`config.mk`:
```
export PLATFORM = sky130hd
export DESIGN_NAME = hazard_forward_ctrl
export DESIGN_NICKNAME = d
export VERILOG_FILES = /design/src/rtl/core_pkg.sv /design/src/rtl/hazard_sb_match.sv /design/src/rtl/hazard_forward_ctrl.sv
export SDC_FILE = /design/constraint.sdc
export NUM_CORES = 1
export LEC_CHECK = 0
export ABC_AREA = 1
export CAP_MARGIN = 20
export CORE_ASPECT_RATIO = 0.5
export CORE_MARGIN = 1
export CORE_UTILIZATION = 48
export DETAILED_ROUTE_END_ITERATION = 10
export PLACE_DENSITY = 0.73
export SLEW_MARGIN = 30
export SYNTH_ARGS = -nofsm -noshare
export SYNTH_HDL_FRONTEND = slang
export SYNTH_SLANG_ARGS = --single-unit
```
`constraint.sdc`:
```
create_clock -name clock -period 1.85 [get_ports clock]
set_clock_uncertainty 0.1 [all_clocks]
set_input_delay 0.185 -clock clock [delete_from_list [all_inputs] [get_ports clock]]
set_output_delay 0.185 -clock clock [all_outputs]
set_load 0.01 [all_outputs]
```
`src/rtl/core_pkg.sv`:
```
// -----------------------------------------------------------------------------
// core_pkg
// Shared types for the 5-stage RISC-V core's hazard/forwarding logic.
//   forward_mux_code : select code for the Execute-stage operand muxes
//   sb_entry_t       : one scoreboard entry (valid, destination reg, is_load)
//   hazard_state_e   : flush shadow FSM states
// -----------------------------------------------------------------------------
package core_pkg;

    typedef enum logic [1:0] {
        NO_FORWARD_SELECT = 2'd0,
        EX_RESULT_SELECT  = 2'd1,
        MEM_RESULT_SELECT = 2'd2,
        WB_RESULT_SELECT  = 2'd3
    } forward_mux_code;

    typedef struct packed {
        logic       valid;
        logic [4:0] rd;
        logic       is_load;
    } sb_entry_t;

    typedef enum logic {
        RUN    = 1'b0,
        SHADOW = 1'b1
    } hazard_state_e;

    // Scoreboard stage indices, nearest producer first.
    localparam int SB_DEPTH = 3;
    localparam int SB_EX    = 0;
    localparam int SB_MEM   = 1;
    localparam int SB_WB    = 2;

    // Forward code granted when the nearest matching producer sits in a stage.
    // A WB-stage producer needs no forward: the register file is write-first.
    localparam forward_mux_code SB_FWD_CODE [SB_DEPTH] = '{
        EX_RESULT_SELECT, WB_RESULT_SELECT, NO_FORWARD_SELECT
    };

    // Stages in which a pending load forces a stall. A load in MEM is picked up
    // by the WB forward path, a load in WB by the write-first register file.
    localparam logic [SB_DEPTH-1:0] SB_LOAD_STALL_MASK = 3'b001;

    localparam sb_entry_t SB_EMPTY = '{valid: 1'b0, rd: 5'd0, is_load: 1'b0};

endpackage

```
`src/rtl/hazard_sb_match.sv`:
```
// -----------------------------------------------------------------------------
// hazard_sb_match
// Combinational priority match of one source register against the scoreboard.
// Ports:
//   src_addr_i  : source register address
//   src_used_i  : instruction actually reads this source
//   sb_i        : scoreboard entries, index SB_EX (nearest) .. SB_WB (farthest)
//   fwd_code_o  : forward code from the nearest matching producer
//   load_hit_o  : the source depends on a load that is still too far from WB
// -----------------------------------------------------------------------------
module hazard_sb_match
    import core_pkg::*;
(
    input  logic                       [4:0] src_addr_i,
    input  logic                             src_used_i,
    input  sb_entry_t       [SB_DEPTH-1:0]   sb_i,
    output forward_mux_code                  fwd_code_o,
    output logic                             load_hit_o
);

    logic [SB_DEPTH-1:0] hit;
    logic [SB_DEPTH-1:0] is_load;

    // x0 is hard-wired zero, so it never matches any producer.
    generate
        for (genvar gi = 0; gi < SB_DEPTH; gi++) begin : g_stage
            assign hit[gi]     = src_used_i && (src_addr_i != 5'd0) &&
                                 sb_i[gi].valid && (sb_i[gi].rd == src_addr_i);
            assign is_load[gi] = sb_i[gi].is_load;
        end
    endgenerate

    // Walk from the farthest stage to the nearest so the nearest hit wins.
    always_comb begin
        fwd_code_o = NO_FORWARD_SELECT;
        for (int i = SB_DEPTH - 1; i >= 0; i--) begin
            if (hit[i]) begin
                fwd_code_o = SB_FWD_CODE[i];
            end
        end
    end

    assign load_hit_o = |(hit & is_load & SB_LOAD_STALL_MASK);

endmodule

```
`src/rtl/hazard_forward_ctrl.sv`:
```
// -----------------------------------------------------------------------------
// hazard_forward_ctrl
// Hazard and forwarding controller for the 5-stage RISC-V core. Tracks the
// destination registers in flight (EX, MEM, WB), produces the EX operand
// forward codes, the load-use stall and the wrong-path squash after a redirect.
// Ports:
//   clock, reset           : core clock, synchronous active-high reset
//   id_*                   : register usage of the instruction held in ID
//   ex_flush_ip            : Execute redirected the PC this cycle
//   fa_mux_op / fb_mux_op  : registered forward codes, valid while in EX
//   stall_op               : combinational, hold PC and IF/ID
//   bubble_op              : registered, EX holds a bubble
//   squash_op              : combinational, kill IF/ID contents
//   stall_count_op         : saturating count of stall cycles
//   flush_count_op         : saturating count of ex_flush_ip cycles
// -----------------------------------------------------------------------------
module hazard_forward_ctrl
    import core_pkg::*;
#(
    parameter int CNT_W = 32
) (
    input  logic                  clock,
    input  logic                  reset,
    input  logic                  id_valid_ip,
    input  logic [4:0]            id_rs1_addr_ip,
    input  logic [4:0]            id_rs2_addr_ip,
    input  logic                  id_rs1_used_ip,
    input  logic                  id_rs2_used_ip,
    input  logic [4:0]            id_write_reg_addr_ip,
    input  logic                  id_reg_write_ip,
    input  logic                  id_is_load_ip,
    input  logic                  ex_flush_ip,
    output forward_mux_code       fa_mux_op,
    output forward_mux_code       fb_mux_op,
    output logic                  stall_op,
    output logic                  bubble_op,
    output logic                  squash_op,
    output logic [CNT_W-1:0]      stall_count_op,
    output logic [CNT_W-1:0]      flush_count_op
);

    localparam logic [CNT_W-1:0] CNT_ONE = CNT_W'(1);

    sb_entry_t        sb_ex_q, sb_ex_d;
    sb_entry_t        sb_mem_q, sb_mem_d;
    sb_entry_t        sb_wb_q, sb_wb_d;
    hazard_state_e    state_q, state_d;
    forward_mux_code  fa_q, fa_d;
    forward_mux_code  fb_q, fb_d;
    logic             bubble_q, bubble_d;
    logic [CNT_W-1:0] stall_cnt_q, stall_cnt_d;
    logic [CNT_W-1:0] flush_cnt_q, flush_cnt_d;

    sb_entry_t [SB_DEPTH-1:0] sb_vec;
    forward_mux_code          rs1_code;
    forward_mux_code          rs2_code;
    logic                     rs1_load_hit;
    logic                     rs2_load_hit;
    logic                     id_issue;

    assign sb_vec[SB_EX]  = sb_ex_q;
    assign sb_vec[SB_MEM] = sb_mem_q;
    assign sb_vec[SB_WB]  = sb_wb_q;

    hazard_sb_match u_match_rs1 (
        .src_addr_i (id_rs1_addr_ip),
        .src_used_i (id_rs1_used_ip),
        .sb_i       (sb_vec),
        .fwd_code_o (rs1_code),
        .load_hit_o (rs1_load_hit)
    );

    hazard_sb_match u_match_rs2 (
        .src_addr_i (id_rs2_addr_ip),
        .src_used_i (id_rs2_used_ip),
        .sb_i       (sb_vec),
        .fwd_code_o (rs2_code),
        .load_hit_o (rs2_load_hit)
    );

    // Both zero-latency controls are gated by reset so a reset asserted
    // mid-stall or mid-shadow takes effect in the same cycle. Squash wins
    // over stall: a killed instruction has nothing to wait for.
    assign squash_op = !reset && (ex_flush_ip || (state_q == SHADOW));
    assign stall_op  = !reset && !squash_op && id_valid_ip &&
                       (rs1_load_hit || rs2_load_hit);

    // The ID instruction advances into EX only when neither held nor killed.
    assign id_issue  = id_valid_ip && !stall_op && !squash_op;

    always_comb begin
        sb_wb_d  = sb_mem_q;
        sb_mem_d = sb_ex_q;
        sb_ex_d  = SB_EMPTY;
        if (id_issue && id_reg_write_ip && (id_write_reg_addr_ip != 5'd0)) begin
            sb_ex_d.valid   = 1'b1;
            sb_ex_d.rd      = id_write_reg_addr_ip;
            sb_ex_d.is_load = id_is_load_ip;
        end

        fa_d     = id_issue ? rs1_code : NO_FORWARD_SELECT;
        fb_d     = id_issue ? rs2_code : NO_FORWARD_SELECT;
        bubble_d = stall_op || squash_op;

        // RUN enters SHADOW on a redirect; SHADOW stays while redirects keep
        // arriving, since each one leaves another wrong-path fetch behind.
        state_d = state_q;
        case (state_q)
            RUN:     state_d = ex_flush_ip ? SHADOW : RUN;
            SHADOW:  state_d = ex_flush_ip ? SHADOW : RUN;
            default: state_d = RUN;
        endcase

        stall_cnt_d = stall_cnt_q;
        if (stall_op && (stall_cnt_q != '1)) begin
            stall_cnt_d = stall_cnt_q + CNT_ONE;
        end
        flush_cnt_d = flush_cnt_q;
        if (ex_flush_ip && (flush_cnt_q != '1)) begin
            flush_cnt_d = flush_cnt_q + CNT_ONE;
        end
    end

    always_ff @(posedge clock) begin
        if (reset) begin
            sb_ex_q     <= SB_EMPTY;
            sb_mem_q    <= SB_EMPTY;
            sb_wb_q     <= SB_EMPTY;
            state_q     <= RUN;
            fa_q        <= NO_FORWARD_SELECT;
            fb_q        <= NO_FORWARD_SELECT;
            bubble_q    <= 1'b0;
            stall_cnt_q <= '0;
            flush_cnt_q <= '0;
        end else begin
            sb_ex_q     <= sb_ex_d;
            sb_mem_q    <= sb_mem_d;
            sb_wb_q     <= sb_wb_d;
            state_q     <= state_d;
            fa_q        <= fa_d;
            fb_q        <= fb_d;
            bubble_q    <= bubble_d;
            stall_cnt_q <= stall_cnt_d;
            flush_cnt_q <= flush_cnt_d;
        end
    end

    assign fa_mux_op      = fa_q;
    assign fb_mux_op      = fb_q;
    assign bubble_op      = bubble_q;
    assign stall_count_op = stall_cnt_q;
    assign flush_count_op = flush_cnt_q;

endmodule

```
==> results_dict.tcl <==
set metrics [dict create \
    status "complete, but fails checks" \
    violations "negative setup slack" \
    cp.arrival_ns 2.09 \
    insertion_delay_ns 0.35 \
    cts-htree-levels 3 \
    grt_pass1_vias 5282 \
    powerDensity_nw_per_um2 504 \
    rows 25 \
    cts_tree "done" \
    synth_edf_count 0 \
    ys_seq_area_share_pct 33.2 \
    worstMarginPinSlew_ns 0.512 \
    path_class "reg2reg" \
    holdWs_ns 0.142 \
    yosys_warnings 0 \
    ant_nets 0 \
    startpoint_type "flop" \
    leakage_nw 2.96 \
    firstDrtPassIters 6 \
    worstPathRequired_ns 2.03 \
    max_freq_mhz 525 \
    fp.dieW_um 146 \
    root_buffer "clkbuf_16" \
    n_antenna_cell 0 \
    gp_congestion 0.982 \
    grt_max_degree 34 \
    synth.lib_cells_used.distinct 28 \
    area_delta_synth_final_pct 55.9 \
    netlist_instances 803 \
    initialDrtViolationCount 482 \
    io_buffers 93 \
    drc_errors 0 \
    fin_ws_ns -0.0551 \
    synth_area_sq_um 5000 \
    async_flop_share_pct 0 \
    start_util_pct 51.2 \
    slew_headroom_pct 65.8 \
    routed_wl_um 17200 \
    final_common_cell "nand2_1" \
    fin_tns_setup_ns -0.405 \
    nFillCells 695 \
    rsz0062_at_grt "yes" \
    die_h_um 74.2 \
    path_clk_slew_ns 0.06 \
    final_cell_mix "nand2_1 (232), nor2_1 (111), buf_4 (90), clkdlybuf4s50_1 (86), dfxtp_1 (66)" \
    p_total_mw 3.93 \
    hpwl_um 11400 \
    finalHoldViolCount 0 \
    grt_usage_pct 28.3 \
    cts_buffer_depth 2 \
    regArea_sq_um 1690 \
    vdd_ir_drop_max_v 0.000466 \
    grt-ovfl-total 0 \
    cp-end-kind "flop" \
    grt_pass1_wl_um 24600 \
    layout-drive-gt1-share_pct 26.0 \
    avgRoutedWirePerCell_um 15.3 \
    finalNetCount 1011 \
    route.vias.total 6175 \
    cap_violations 0 \
    antenna_found_initial 0 \
    hold_path.class "in2reg" \
    core_sq_um 9760 \
    timing.final.crit_share_pct 103 \
    setup_violations 22 \
    synthFlopType "dfxtp_1" \
    die_area_sq_um 10900 \
    cts-buffers-inserted 9 \
    syn_avg_cell_area_sq_um 6.23 \
    min_period_ns 1.91 \
    slew_viol_final 0 \
    cts_sinks 83 \
    multi_input_area_sq_um 3470 \
    vias_per_cell 5.48 \
    synth_nets 828 \
    path_max_fanout 5 \
    pin_count 94 \
    ys_ff_latch 83 \
]
[worst max-delay path: stages, from the launching register on]
cell      delay [ns]
dfxtp_1         0.46
nand2_1         0.14
nor2_1          0.24
nand2_1         0.14
nor2_1          0.29
nand3b_1        0.12
nand2_1         0.07
nand4_1         0.13
a21oi_2         0.15
[report_power, final]
part / switching (mW) / internal, mW
sequential: 0.00854 / 1.80
combinational: 0.152 / 0.124
clock: 0.793 / 1.05
total: 0.953 / 2.97
[cell families (layout without fill, tap and decap cells)]
| group | Yosys count | after routing | synth area share [%] |
|---|---|---|---|
| DFF | 83 | 83 | 33.2 |
| and+or+nand+nor | 516 | 516 | 45.0 |
| xor gates and xnor gates | 36 | 36 | 6.30 |
| buffers and inverters | 94 | 282 | 7.68 |
| AOI/OAI and AO/OA | 72 | 72 | 7.26 |
| adders and majority gates | 2 | 2 | 0.500 |
[cells in the mapped netlist (13+ instances only)]
cell type / instances / area (sq um)
nand3b_1: 18 / 135
nor3_1: 22 / 110
nand2_1: 270 / 1010
clkbuf_1: 13 / 48.8
inv_1: 62 / 233
dfxtp_1: 83 / 1660
nor2_1: 120 / 450
xor2_1: 23 / 201
xnor2_1: 13 / 114
nand3_1: 26 / 130
nand4_1: 45 / 282
a21oi_1: 59 / 295
[timing repair]
item / in CTS / in global routing
hold buffers: 0 / 0
setup buffers: 0 / 8
hold endpoints to repair: 0 / 0
setup endpoints to repair: 33 / 72
gates resized for setup: 13 / 174
gates cloned: 0 / 5
pin swaps: 0 / 27
[layout make-up]
type,count,share of cell area (%)
multi-input combinational,626,44.5
tap,135,2.17
inverter,66,3.24
sequential,83,21.6
clock buffer,9,2.89
clock inverter,7,0.995
timing repair buffer,200,24.6
[flip-flops by register name (all words and copies together), names as in the netlist]
signal	count
stall_count_op	32
state_q	1
fa_mux_op	2
sb_mem_q	6
fb_mux_op	2
flush_count_op	32
bubble_op	1
sb_ex_q	7
[per-layer routing]
metal | GRT usage (%) | part of all wire, %
met1 | 36.8 | 43
met2 | 48.0 | 47
met3 | 4.97 | 7.4
met5 | 0 | 0
met4 | 10.8 | 2.6
[stage by stage]
step	worst slack, ns	util [%]	cell area, sq um	instances
CTS	-0.0592	72.2	7040	1113
global placement	-0.376	68.7	6710	1097
finish	-0.0551	79.9	7790	1126
detailed placement	-0.383	68.7	6710	1097
floorplan	0.00319	-	5000	803
global route	-0.137	79.9	7790	1126
[path summary, 6_finish.rpt]
check | from | endpoint | slack (ns) | cells past startpoint
setup / recovery | stall_count_op[7] | stall_count_op[25] | -0.06 | 8
hold / removal | reset | bubble_op | 0.14 | 4
setup reg to reg | stall_count_op[7] | stall_count_op[25] | -0.06 | 8
hold reg to reg | sb_ex_q[6] | sb_mem_q[6] | 0.37 | 2
(Power assumes the default switching activity.)
